`config.mk`:
```
export PLATFORM = sky130hd
export DESIGN_NAME = instruction_fetch_flat
export DESIGN_NICKNAME = d
export VERILOG_FILES = /design/src/rtl/instruction_fetch_if.sv /design/src/rtl/instruction_fetch.sv /design/src/flat_wrapper.sv
export SDC_FILE = /design/constraint.sdc
export NUM_CORES = 1
export LEC_CHECK = 0
export ABC_AREA = 1
export BUFFER_PORTS_ARGS = -buffer_cell sky130_fd_sc_hd__buf_2
export CORE_MARGIN = 5
export CORE_UTILIZATION = 45
export DETAILED_ROUTE_END_ITERATION = 10
export GPL_ROUTABILITY_DRIVEN = 0
export PLACE_DENSITY_LB_ADDON = 0.3
export SLEW_MARGIN = 20
export SYNTH_ARGS = -nofsm -noshare
export SYNTH_HDL_FRONTEND = slang
export SYNTH_SLANG_ARGS = --single-unit
export TNS_END_PERCENT = 100
```
`constraint.sdc`:
```
create_clock -name clk -period 4.4 [get_ports clk]
set_input_delay 0.22 -clock clk [delete_from_list [all_inputs] [get_ports clk]]
set_output_delay 0.22 -clock clk [all_outputs]
set_load 0.01 [all_outputs]
```
`src/rtl/instruction_fetch_if.sv`:
```
`default_nettype none
//------------------------------------------------------------------------------
// Module   : instruction_fetch_if
// Desc     : Instruction-memory request/response channel between fetch and imem.
// Revision : 1.0
//------------------------------------------------------------------------------
interface instruction_fetch_if;
    logic        imem_req_valid;
    logic        imem_req_ready;
    logic [31:0] imem_req_addr;
    logic        imem_resp_valid;
    logic [31:0] imem_resp_data;

    modport master (
        output imem_req_valid,
        output imem_req_addr,
        input  imem_req_ready,
        input  imem_resp_valid,
        input  imem_resp_data
    );

    modport slave (
        input  imem_req_valid,
        input  imem_req_addr,
        output imem_req_ready,
        output imem_resp_valid,
        output imem_resp_data
    );
endinterface
`default_nettype wire

```
`src/rtl/instruction_fetch.sv`:
```
`default_nettype none
//------------------------------------------------------------------------------
// Module   : instruction_fetch
// Desc     : RISC-V IF stage: PC, in-order imem request tracking, fetch queue
//            and IF/ID register. Optional macro: IF_MISALIGN_CHECK_EN.
// Revision : 1.0
//------------------------------------------------------------------------------
module instruction_fetch #(
    parameter logic [31:0] RESET_PC        = 32'h0000_0000,
    parameter int unsigned QUEUE_DEPTH     = 2,
    parameter int unsigned MAX_OUTSTANDING = 2
) (
    input  wire logic           clk,
    input  wire logic           rst,
    instruction_fetch_if.master imem,
    input  wire logic           id_stall,
    input  wire logic           pc_src,
    input  wire logic [31:0]    new_pc,
    output logic [31:0]         instr,
    output logic [31:0]         pc,
    output logic                instr_valid,
    output logic                misalign
);
    localparam int unsigned c_QAW = $clog2(QUEUE_DEPTH);
    localparam int unsigned c_RAW = (MAX_OUTSTANDING > 1) ? $clog2(MAX_OUTSTANDING) : 1;
    localparam int unsigned c_OW  = $clog2(MAX_OUTSTANDING + 1);
    localparam logic [31:0] c_NOP = 32'h0000_0013;

    typedef logic [c_OW-1:0]  out_cnt_t;
    typedef logic [c_RAW-1:0] rq_ptr_t;
    typedef logic [c_QAW-1:0] q_ptr_t;
    typedef logic [c_QAW:0]   q_cnt_t;

    logic [31:0] r_fetch_pc;
    out_cnt_t    r_outstanding;
    out_cnt_t    r_drop_cnt;
    logic [31:0] r_rq_pc [MAX_OUTSTANDING];
    rq_ptr_t     r_rq_wr;
    rq_ptr_t     r_rq_rd;
    logic [31:0] r_q_pc    [QUEUE_DEPTH];
    logic [31:0] r_q_instr [QUEUE_DEPTH];
    q_ptr_t      r_q_wr;
    q_ptr_t      r_q_rd;
    q_cnt_t      r_q_cnt;
    logic [31:0] r_instr;
    logic [31:0] r_pc;
    logic        r_valid;

    logic        w_misalign;
    logic [31:0] w_target;
    logic [31:0] w_credit;
    logic        w_req_valid;
    logic        w_fire;
    logic        w_resp;
    logic        w_dropping;
    logic        w_keep;
    logic        w_redirect;
    logic        w_load;
    logic        w_pop;
    logic        w_bypass;
    logic        w_push;
    logic [31:0] w_resp_pc;

    function automatic rq_ptr_t rq_next(input rq_ptr_t p);
        return (32'(p) == MAX_OUTSTANDING - 1) ? '0 : rq_ptr_t'(p + 1'b1);
    endfunction

`ifdef IF_MISALIGN_CHECK_EN
    logic r_misalign;
    logic w_misalign_set;

    assign w_misalign_set = pc_src && !id_stall && (new_pc[1:0] != 2'b00);

    always_ff @(posedge clk) begin
        if (rst) begin
            r_misalign <= 1'b0;
        end else if (w_misalign_set) begin
            r_misalign <= 1'b1;
        end
    end

    assign w_misalign = r_misalign;
`else
    logic w_unused_low_bits;
    assign w_unused_low_bits = |new_pc[1:0];
    assign w_misalign        = 1'b0;
`endif

    assign w_target    = {new_pc[31:2], 2'b00};
    // Words already promised to the queue: live in-flight requests plus occupancy
    assign w_credit    = 32'(r_outstanding) - 32'(r_drop_cnt) + 32'(r_q_cnt);
    assign w_req_valid = !rst && !w_misalign
                         && (32'(r_outstanding) < MAX_OUTSTANDING)
                         && (w_credit < QUEUE_DEPTH);
    assign w_fire      = w_req_valid && imem.imem_req_ready;
    assign w_resp      = imem.imem_resp_valid;
    assign w_dropping  = w_resp && (r_drop_cnt != '0);
    assign w_keep      = w_resp && !w_dropping && !w_misalign;
    assign w_redirect  = pc_src && !id_stall;
    assign w_load      = !id_stall && !pc_src;
    assign w_pop       = w_load && (r_q_cnt != '0);
    assign w_bypass    = w_load && w_keep && (r_q_cnt == '0);
    assign w_push      = w_keep && !w_bypass && !w_redirect;
    assign w_resp_pc   = r_rq_pc[r_rq_rd];

    assign imem.imem_req_valid = w_req_valid;
    assign imem.imem_req_addr  = r_fetch_pc;

    always_ff @(posedge clk) begin
        if (rst) begin
            r_fetch_pc    <= RESET_PC;
            r_outstanding <= '0;
            r_drop_cnt    <= '0;
            r_rq_wr       <= '0;
            r_rq_rd       <= '0;
            r_q_wr        <= '0;
            r_q_rd        <= '0;
            r_q_cnt       <= '0;
        end else begin
            r_outstanding <= r_outstanding + out_cnt_t'(w_fire) - out_cnt_t'(w_resp);
            // Everything still owed by memory after this edge belongs to the old path
            if (w_redirect) begin
                r_fetch_pc <= w_target;
                r_drop_cnt <= r_outstanding + out_cnt_t'(w_fire) - out_cnt_t'(w_resp);
            end else begin
                if (w_fire) begin
                    r_fetch_pc <= r_fetch_pc + 32'd4;
                end
                if (w_dropping) begin
                    r_drop_cnt <= r_drop_cnt - 1'b1;
                end
            end
            if (w_fire) begin
                r_rq_wr <= rq_next(r_rq_wr);
            end
            if (w_resp) begin
                r_rq_rd <= rq_next(r_rq_rd);
            end
            if (w_redirect) begin
                r_q_wr  <= '0;
                r_q_rd  <= '0;
                r_q_cnt <= '0;
            end else begin
                if (w_push) begin
                    r_q_wr <= r_q_wr + 1'b1;
                end
                if (w_pop) begin
                    r_q_rd <= r_q_rd + 1'b1;
                end
                r_q_cnt <= r_q_cnt + q_cnt_t'(w_push) - q_cnt_t'(w_pop);
            end
        end
    end

    always_ff @(posedge clk) begin
        if (w_fire) begin
            r_rq_pc[r_rq_wr] <= r_fetch_pc;
        end
        if (w_push) begin
            r_q_pc[r_q_wr]    <= w_resp_pc;
            r_q_instr[r_q_wr] <= imem.imem_resp_data;
        end
    end

    always_ff @(posedge clk) begin
        if (rst) begin
            r_instr <= c_NOP;
            r_pc    <= 32'h0000_0000;
            r_valid <= 1'b0;
        end else if (w_pop) begin
            r_instr <= r_q_instr[r_q_rd];
            r_pc    <= r_q_pc[r_q_rd];
            r_valid <= 1'b1;
        end else if (w_bypass) begin
            r_instr <= imem.imem_resp_data;
            r_pc    <= w_resp_pc;
            r_valid <= 1'b1;
        end else if (!id_stall) begin
            r_instr <= c_NOP;
            r_valid <= 1'b0;
        end
    end

    assign instr       = r_instr;
    assign pc          = r_pc;
    assign instr_valid = r_valid;
    assign misalign    = w_misalign;

endmodule
`default_nettype wire
```
`src/flat_wrapper.sv`:
```
// flat-port wrapper written by rule: the top's interface ports become plain ports
module instruction_fetch_flat 
#(
    parameter logic [31:0] RESET_PC        = 32'h0000_0000,
    parameter int unsigned QUEUE_DEPTH     = 2,
    parameter int unsigned MAX_OUTSTANDING = 2
)
  (clk, rst, id_stall, pc_src, new_pc, instr, pc, instr_valid, misalign, imem_imem_req_valid, imem_imem_req_addr, imem_imem_req_ready, imem_imem_resp_valid, imem_imem_resp_data);
  instruction_fetch_if imem_i ();
  input  wire logic clk;
  input  wire logic rst;
  input  wire logic id_stall;
  input  wire logic pc_src;
  input  wire logic [31:0] new_pc;
  output logic [31:0] instr;
  output logic [31:0] pc;
  output logic instr_valid;
  output logic misalign;
  output wire logic [$bits(imem_i.imem_req_valid)-1:0] imem_imem_req_valid;
  output wire logic [$bits(imem_i.imem_req_addr)-1:0] imem_imem_req_addr;
  input wire logic [$bits(imem_i.imem_req_ready)-1:0] imem_imem_req_ready;
  input wire logic [$bits(imem_i.imem_resp_valid)-1:0] imem_imem_resp_valid;
  input wire logic [$bits(imem_i.imem_resp_data)-1:0] imem_imem_resp_data;
  assign imem_imem_req_valid = imem_i.imem_req_valid;
  assign imem_imem_req_addr = imem_i.imem_req_addr;
  assign imem_i.imem_req_ready = imem_imem_req_ready;
  assign imem_i.imem_resp_valid = imem_imem_resp_valid;
  assign imem_i.imem_resp_data = imem_imem_resp_data;
  instruction_fetch #(.RESET_PC(RESET_PC), .QUEUE_DEPTH(QUEUE_DEPTH), .MAX_OUTSTANDING(MAX_OUTSTANDING)) u_core (.clk(clk), .rst(rst), .imem(imem_i), .id_stall(id_stall), .pc_src(pc_src), .new_pc(new_pc), .instr(instr), .pc(pc), .instr_valid(instr_valid), .misalign(misalign));
endmodule
```
==> implementation parameters, run 1 <==
Parameter                              Value

Outcome
  Result of the run ... finished clean

Floorplan
  Row count ... 60
  Overall die height ... 174 um
  Effective utilization at floorplan ... 45.4%
  Die area ... between 0.03 and 0.04 sq mm
  Total I/O pin count ... 169
  Die width ... between 150 and 200 um
  Standard cell core area ... about 0.027 sq mm

Global routing
  Global-route wire length before repair ... 47,100 um
  Number of antenna violations at the first check in global routing ... 0
  GRT Total Usage ... 19.0%
  Global route total overflow ... 0
  Pin count of the biggest net entering global routing ... 64
  Vias in the first global route ... 8,743

Pwr
  Largest vdd supply drop ... 0.000345 V
  Leakage power total ... 5.36 nW
  PwrDens ... between 400 and 500 mW/mm^2

Critical path
  Category of the worst setup path launch point ... flip-flop
  Worst setup path class ... reg -> reg
  Highest net fanout along the worst path ... 24
  Most common cell on crit path ... nand2_1
  Worst path slowest cell ... fa_1
  Critical R2R Launch ... u_core.r_drop_cnt[0]
  Total stage count of the critical path ... 17
  Critical Path End Type ... flip-flop
  Buf+Inv Stages, Crit Path ... 2
  Critical Path AT ... 3.78 ns
  Largest stage delay on the critical path ... roughly 0.47 ns
  CP top delay family ... adder cells
  Slack of the worst reg-to-reg path ... 1.09 ns
  Cells along the critical path ... ha_1 -> fa_1 -> inv_1 -> ha_1 -> a21o_1 -> nand2_1 -> ha_1 -> nand2_1 -> nor2_1 -> nand2_1 -> nor2_2 -> nand2_2 -> nand2_4 -> inv_2 -> nor2_1 -> nand2_1 -> a21oi_1
  Worst reg2reg path depth ... 17
  Critical path data required time ... between 4 and 5 ns
  Reg2Reg Capture Point ... u_core.imem.imem_req_addr[16]

STA
  Final-report setup violation count ... 0
  Max Clock Freq ... 0.302 GHz
  Worst-case clock skew ... between 0.03 and 0.04 ns
  Max Slew Vio Count ... 0
  Final min period ... 3.31 ns
  Unrepaired setup endpoints after global routing ... false
  TNS Setup ... 0 ns
  Relative slew margins ... approximately a third
  Number of failing hold endpoints at the final stage ... 0
  Post-route clock period utilization ... 75.3%
  Transition time of the tightest slew-check pin ... 0.976 ns

Clock network
  TritonCTS buffer count ... 30
  Buffers from clock root to sink, at most ... 3
  Later-pin clock latency in the skew report ... about 0.57 ns
  Clock tree from TritonCTS ... yes
  Post-CTS clock slew at the launch and capture registers of the worst setup and hold paths ... 0.06 ns
  H-tree depth reported by CTS ... 1
  Buffer type at the clock tree root ... clkbuf_16
  Clock sink total ... 289

Layout
  Finished Layout Cells ... 1,709
  Fillcell total ... 2,271
  Multi-input gate area in the final layout ... 0.00404 sq mm
  Area Growth Syn to Fin ... 20.8%
  Nets ... 1,428
  Share of layout cells above drive strength 1 ... between 20% and 30%
  Sequential Area ... 0.00763 sq mm
  Total inserted antenna cells ... 0

Yosys
  Synthesized instance count ... 1,148
  Warning count from the yosys run ... 0
  Distinct cells, synth ... 39
  Post-synthesis sequential area ratio ... 62.8%
  Post-synthesis area per instance ... 10.6 sq um
  Count of state elements after synthesis ... 289
  Netlist area before placement ... ~0.012 sq mm

Place
  Placed insts ... between 1,500 and 2,000
  Count of buffers inserted at the top-level ports ... ~160
  DP Wirelength ... roughly 18,000 um

Hold path
  Instance count along the most critical hold path ... 4
  Hold EP ... u_core.imem.imem_req_addr[6]
  Min-delay src ... new_pc[6]
  Hold WC Path Type ... in -> reg

Detailed routing
  Via count of the routed design ... 8,939
  Met2 Wirelength ... 13,300 um
  Top metal layer carrying routed signals ... met4
  Wire length on met3 ... 2230 um
  M1 WL ... 13,300 um
  Iteration-0 DRC Markers ... a little under 700
  DRC Markers ... 0
  Remaining number of nets flagged by the antenna check after routing ... 0
  First drt pass iteration count ... 5
  Via-to-Cell Ratio ... 5.23
  Total detailed-routing wirelength ... 29,400 um
  Routed wirelength normalized by instance count ... around 17 um

Flow run
  Maxcap violations ... 0
## cell type report
class	count	area share, %
Clock buffer	48	5.79
Sequential cell	289	52.1
Tap cell	341	2.91
Inverter	54	1.38
Timing Repair Buffer	222	9.53
Clock inverter	8	0.760
Multi-Input combinational cell	747	27.6
## through the flow
stage	setup WS, ns	cell area (sq um)	utilization [%]	hold slack, ns	total power [W]
3_5_place_dp	1.10	13200	49.4	0.429	0.00385
6_report	1.09	14700	54.8	0.0211	0.00627
3_3_place_gp	1.16	13200	49.4	0.424	0.00384
4_1_cts	1.08	14700	54.8	0.00409	0.00632
5_1_grt	0.781	14700	54.8	0.0473	0.00654
2_1_floorplan	0.333	12200	-	0.319	0.00361
## routing by layer
layer	vias up	GRT usage (%)
met2	309	30.7
met1	4198	26.8
met4	0	4.45
li1	4393	-
met3	39	3.57
met5	-	0
## timing repair
| item | CTS | global route |
|---|---|---|
| hold endpoints to repair | 110 | 0 |
| setup buffers | 0 | 0 |
| gates resized for setup | 0 | 0 |
| hold buffers | 48 | 0 |
## cells by family after synthesis
| logic type | synth area share [%] |
|---|---|
| xor gates and xnor gates | 0.794 |
| DFF | 62.8 |
| adders and majority gates | 1.57 |
| and+or+nand+nor | 16.2 |
| AOI/OAI and AO/OA | 10.8 |
| buffers and inverters | 4.14 |
| other | 0.0309 |
| muxes | 3.61 |
## worst min-delay path, delay by kind of cell
family,cells,cell delay (ns)
and+or+nand+nor,2,0.17
AOI/OAI and AO/OA,1,0.07
buffers and inverters,1,0.07
## state kept, by name (all words and copies together) (netlist names), named ones only
signal                     count
u_core.r_rq_pc                60
u_core.instr                  32
u_core.r_q_instr              64
u_core.r_drop_cnt              2
u_core.r_q_pc                 60
u_core.pc                     30
u_core.r_outstanding           2
u_core.instr_valid             1
u_core.imem.imem_req_addr     30
u_core.r_q_rd                  1
u_core.r_q_cnt                 2
u_core.r_q_wr                  1
u_core.r_rq_rd                 1
u_core.r_rq_wr                 1
## cells in the mapped netlist, drive strengths merged
master  count  area (sq um)
fa          2          40.0
a211oi      9          67.6
ha         12           150
nand4       3          18.8
o211ai     45           338
mux2       30           338
clkinv      1          3.75
o21ai      52           260
conb        1          3.75
xor2        5          43.8
o21bai      4          30.0
mux2i      10           100
nor2       95           364
nand3      43           215
nand3b     10          75.1
inv        53           199
dfxtp     105          2100
a31oi      44           275
nor3        5          36.3
o211a       1          10.0
nand2     255           972
a21o        1          7.51
xnor2       6          52.6
edfxtp    184          5530
clkbuf     26          97.6
nor3b       1          7.51
buf        36           203
a21oi      65           325
or2        44           275
## where the power goes
group | switching [W] | internal [W] | total (W)
Sequential | 0.000105 | 0.00306 | 0.00316
Combinational | 0.000412 | 0.000252 | 0.000665
Clock | 0.00101 | 0.00144 | 0.00244
Total | 0.00152 | 0.00474 | 0.00627
## cell usage in the layout (no fill, tap or decap), types with 3 or more instances in the layout
cell type,instances
a211oi_1,9
nand4_1,3
dlygate4sd3_1,48
or2_0,5
clkbuf_16,30
dfxtp_1,104
nand3_1,43
clkinv_1,4
inv_1,47
xor2_1,5
mux2_2,30
buf_4,12
mux2i_1,10
nand2_1,251
clkbuf_1,15
o211ai_1,45
o21ai_0,49
a31oi_1,44
nor3_1,4
o21ai_1,3
nor2_2,5
conb_1,5
a21oi_1,65
clkbuf_8,3
inv_2,6
nand3b_1,10
buf_2,161
edfxtp_1,184
o21bai_1,4
nor2_1,88
nand2_2,3
or2_2,38
ha_1,12
xnor2_1,6
## how the worst max path moves through the flow
stage | to | slack [ns] | startpoint
2_1_floorplan | u_core.r_q_instr[1][0] | 0.33 | u_core.r_drop_cnt[1]
3_3_place_gp | u_core.imem.imem_req_addr[11] | 1.16 | u_core.r_drop_cnt[0]
3_5_place_dp | u_core.imem.imem_req_addr[16] | 1.10 | u_core.r_drop_cnt[0]
4_1_cts | u_core.imem.imem_req_addr[16] | 1.08 | u_core.r_drop_cnt[0]
5_1_grt | u_core.imem.imem_req_addr[16] | 0.78 | u_core.r_outstanding[0]
6_report | u_core.imem.imem_req_addr[16] | 1.09 | u_core.r_drop_cnt[0]
No activity file was read; power rests on OpenSTA's default activity.
==> run 2, diff against run 1 <==
Settings changed: ABC_AREA 1 to 0.
Clock period 4.4 ns to 3.35 ns, I/O delays scaled along.
==> run 2 against run 1 <==
Against the previous run: final area increased by 1.2%; clock skew decreased by 0.024 ns; synthesized area decreased by 3.8%; sequential share of layout area decreased by 0.57 points; flip-flop and latch count unchanged; worst hold slack improved by 0.062 ns; clock-buffer cell count decreased by 1; worst setup slack got worse by 0.98 ns.
==> implementation parameters, run 2 <==
Parameter                              Value

Outcome
  Result of the run ... finished clean

Place
  DP Wirelength ... 15,500 um (-15%)
  Total placed instance area ... 0.0130 sq mm (-1.9%)
  Minimum setup slack after placement ... -0.175 ns (-1.28 ns)
  Placed insts ... 1,328 (-17%)
  Count of buffers inserted at the top-level ports ... 161 (unchanged)

Yosys
  Cell types with the highest counts after synthesis ... edfxtp_1, dfxtp_1, mux2_2
  Netlist area before placement ... 0.0117 sq mm (-3.8%)
  Post-synthesis area per instance ... 13.5 sq um (+28%)
  Number of flops mapped to enable cells by yosys ... 184 (unchanged)
  Predominant post-synthesis flop cell ... edfxtp_1
  Fraction of registers with async set or reset after synthesis ... 0% (unchanged)
  Dominant cell type by area after synthesis ... edfxtp_1
  Distinct cells, synth ... 43 (+10%)
  Synthesized instance count ... 866 (-25%)
  Cell types occupying the most area after synthesis ... edfxtp_1, dfxtp_1, mux2_2, mux2i_1, a222oi_1
  Yosys top cell area share ... 47.3% (+1.8 points)
  Warning count from the yosys run ... 0 (unchanged)
  Count of state elements after synthesis ... 289 (unchanged)
  Post-synthesis sequential area ratio ... 65.3% (+2.5 points)
  Cell with the most instances after synthesis ... edfxtp_1

Clock network
  Buffer type at the clock tree root ... clkbuf_16
  H-tree depth reported by CTS ... 1 (unchanged)
  Clock sink total ... 289 (unchanged)
  Post-CTS clock slew at the launch and capture registers of the worst setup and hold paths ... 0.06 ns (about the same)
  Clock tree from TritonCTS ... yes
  Later-pin clock latency in the skew report ... 0.54 ns (-0.03 ns)
  TritonCTS buffer count ... 31 (+3.3%)
  Buffers from clock root to sink, at most ... 3 (unchanged)

Detailed routing
  Total detailed-routing wirelength ... 27,100 um (-7.5%)
  DRC Markers ... 0 (unchanged)
  Via count of the routed design ... 7,822 (-12%)
  Routed wirelength normalized by instance count ... 18.7 um (+8.8%)
  Via-to-Cell Ratio ... 5.39 (+3.0%)
  First drt pass iteration count ... 5 (unchanged)
  Remaining number of nets flagged by the antenna check after routing ... 0 (unchanged)
  Iteration-0 DRC Markers ... 534 (-22%)

Critical path
  Category of the worst setup path launch point ... flip-flop
  Highest net fanout along the worst path ... 6 (-75%)
  Worst reg2reg path depth ... 13 (-4)
  Critical Path AT ... 3.69 ns (-0.09 ns)
  Critical path data required time ... 3.79 ns (-1.08 ns)
  Critical R2R Launch ... u_core.r_outstanding[0]
  Slack of the worst reg-to-reg path ... 0.11 ns (-0.98 ns)
  Reg2Reg Capture Point ... u_core.imem.imem_req_addr[31]
  Worst path slowest cell ... fa_1
  Critical Path End Type ... flip-flop
  Cells along the critical path ... inv_2 -> ha_2 -> fa_1 -> inv_2 -> ha_4 -> and2_4 -> o21ai_4 -> ha_2 -> nor4_4 -> and4_4 -> nand4_4 -> or4_1 -> a311oi_1
  Worst setup path class ... reg -> reg
  Largest stage delay on the critical path ... 0.49 ns (+0.02 ns)

Global routing
  Vias in the first global route ... 7,931 (-9.3%)
  GRT Total Usage ... 17.8% (-1.1 points)
  Global-route wire length before repair ... 42,200 um (-10%)
  Global route total overflow ... 0 (unchanged)
  Number of antenna violations at the first check in global routing ... 0 (unchanged)
  Pin count of the biggest net entering global routing ... 95 (+48%)

Layout
  Share of layout cells above drive strength 1 ... 32.4% (+11 points)
  Fin area ... 0.0148 sq mm (+1.2%)
  Sequential Area ... 0.00763 sq mm (about the same)
  Largest registers ... u_core.r_q_instr x64, u_core.r_q_pc x60, u_core.r_rq_pc x60
  Nets ... 1,177 (-18%)
  Most common cell after layout, fill and taps aside ... edfxtp_1
  Fillcell total ... 2,065 (-9.1%)
  Area Growth Syn to Fin ... 26.9%
  Total inserted antenna cells ... 0 (unchanged)
  Multi-input gate area in the final layout ... 0.00388 sq mm (-4.1%)
  Finished Layout Cells ... 1,452 (-15%)
  Most frequent cells in the layout ... edfxtp_1, buf_2, dfxtp_1, mux2_2, nor2_1
  Largest Register ... u_core.r_q_instr
  Max FFs per register ... 64 (unchanged)

Pwr
  Total internal power ... 0.00667 W (+41%)
  Switching share of power ... 22.9% (-1.4 points)
  PwrDens ... 584 mW/mm^2 (+36%)
  Share of total power in the clock network ... 40.4% (+1.4 points)
  Leakage power total ... 5.47 nW (+1.9%)
  Combinational fraction of design power ... 11.8% (+1.2 points)
  Share of power burned in registers ... 47.8% (-2.6 points)
  Overall power consumption ... 0.00866 W (+38%)
  Switching power of the nets ... 0.00199 W (+30%)
  Largest vdd supply drop ... 0.000453 V (+31%)

Floorplan
  Total I/O pin count ... 169 (unchanged)
  Overall die height ... 171 um (-1.8%)
  Row count ... 59 (-1.7%)
  Die area ... 0.0293 sq mm (-3.5%)
  Effective utilization at floorplan ... 45.2% (-0.21 points)
  Die width ... 171 um (-1.8%)
  Standard cell core area ... 0.0258 sq mm (-3.3%)

Flow run
  Maxcap violations ... 0 (unchanged)

Hold path
  Min-delay src ... rst
  Hold EP ... u_core.instr_valid
  Hold WC Path Type ... in -> reg
  Instance count along the most critical hold path ... 2 (-2)

STA
  Number of failing hold endpoints at the final stage ... 0 (unchanged)
  Relative slew margins ... 26.7% (-8.2 points)
  Transition time of the tightest slew-check pin ... 1.10 ns (+0.124 ns)
  Worst-case clock skew ... 0.00854 ns (-0.0241 ns)
  TNS Setup ... 0 ns (unchanged)
  Max Slew Vio Count ... 0 (unchanged)
  Final-report setup violation count ... 0 (unchanged)
  Final min period ... 3.24 ns (-0.0691 ns)
  Max Clock Freq ... 0.308 GHz (+2.1%)
  Post-route clock period utilization ... 96.9% (+22 points)
  Worst path setup slack after routing ... 0.105 ns (-0.981 ns)
==> run 2: cells by family (layout without fill, tap and decap cells) <==
| family | after synthesis | in the layout | synth area share [%] |
|---|---|---|---|
| flops | 289 | 289 | 65.3 |
| simple gates | 219 | 220 | 9.61 |
| mux | 122 | 122 | 11.4 |
| other cells | 1 | 5 | 0.0321 |
| fa+ha+maj | 14 | 14 | 1.63 |
| buf+inv | 83 | 329 | 3.06 |
| compound gates | 114 | 114 | 7.16 |
| xor+xnor | 24 | 24 | 1.80 |
==> run 2: critical path, delay by kind of cell (launching register included) <==
kind	cells	cell delay, ns
flops	1	0.32
compound gates	2	0.31
simple gates	5	1.35
buf+inv	2	0.08
fa+ha+maj	4	1.10
==> run 2: repair_timing <==
action | CTS | global route
pin swaps | 0 | 4
setup buffers | 0 | 3
hold buffers | 63 | 0
gates cloned | 0 | 1
hold endpoints to repair | 125 | 0
setup endpoints to repair | 12 | 22
resized for setup | 6 | 21
==> run 2: final cells by class <==
type / count / share of cell area, %
clock buffers: 47 / 6.39
inverters: 24 / 0.608
well taps: 335 / 2.83
flip-flops and latches: 289 / 51.5
multi-input cells: 499 / 26.2
clock inverters: 10 / 0.861
repair buffers: 248 / 11.7
==> run 2: metrics by stage <==
step	utilization (%)	hold slack, ns
floorplan	-	0.266
global placement	50.2	0.372
detailed placement	50.2	0.380
CTS	56.9	0.0540
global route	57.4	0.0913
finish	57.4	0.0836
==> run 2: metal layers <==
layer / vias up / routed length, um / global-route usage [%]
met4: 0 / 459 / 4.06
met3: 38 / 1460 / 2.82
met5: - / 0 / 0
met2: 249 / 13500 / 31.7
met1: 3852 / 11700 / 23.1
li1: 3683 / - / -
==> run 2: worst max-delay path by stage <==
stage | start | to | slack, ns | cells after the start
final | u_core.r_outstanding[0] | u_core.imem.imem_req_addr[31] | 0.11 | 13
after global routing | u_core.r_outstanding[0] | u_core.imem.imem_req_addr[17] | -0.01 | 15
after CTS | u_core.r_outstanding[0] | imem_imem_req_valid | 0.0003 | 12
after detailed placement | u_core.r_outstanding[0] | u_core.imem.imem_req_addr[31] | -0.17 | 13
after global placement | u_core.r_outstanding[0] | u_core.imem.imem_req_addr[31] | -0.04 | 13
after floorplan | u_core.r_drop_cnt[0] | u_core.r_rq_pc[0][10] | -0.002 | 11
==> run 2: power groups by stage <==
stage | registers [W] | clock network (W) | logic (W)
floorplan | 0.00421 | 0 | 0.000560
global placement | 0.00420 | 0 | 0.000916
detailed placement | 0.00421 | 0 | 0.000933
CTS | 0.00413 | 0.00358 | 0.000999
global route | 0.00416 | 0.00375 | 0.00113
finish | 0.00414 | 0.00350 | 0.00102
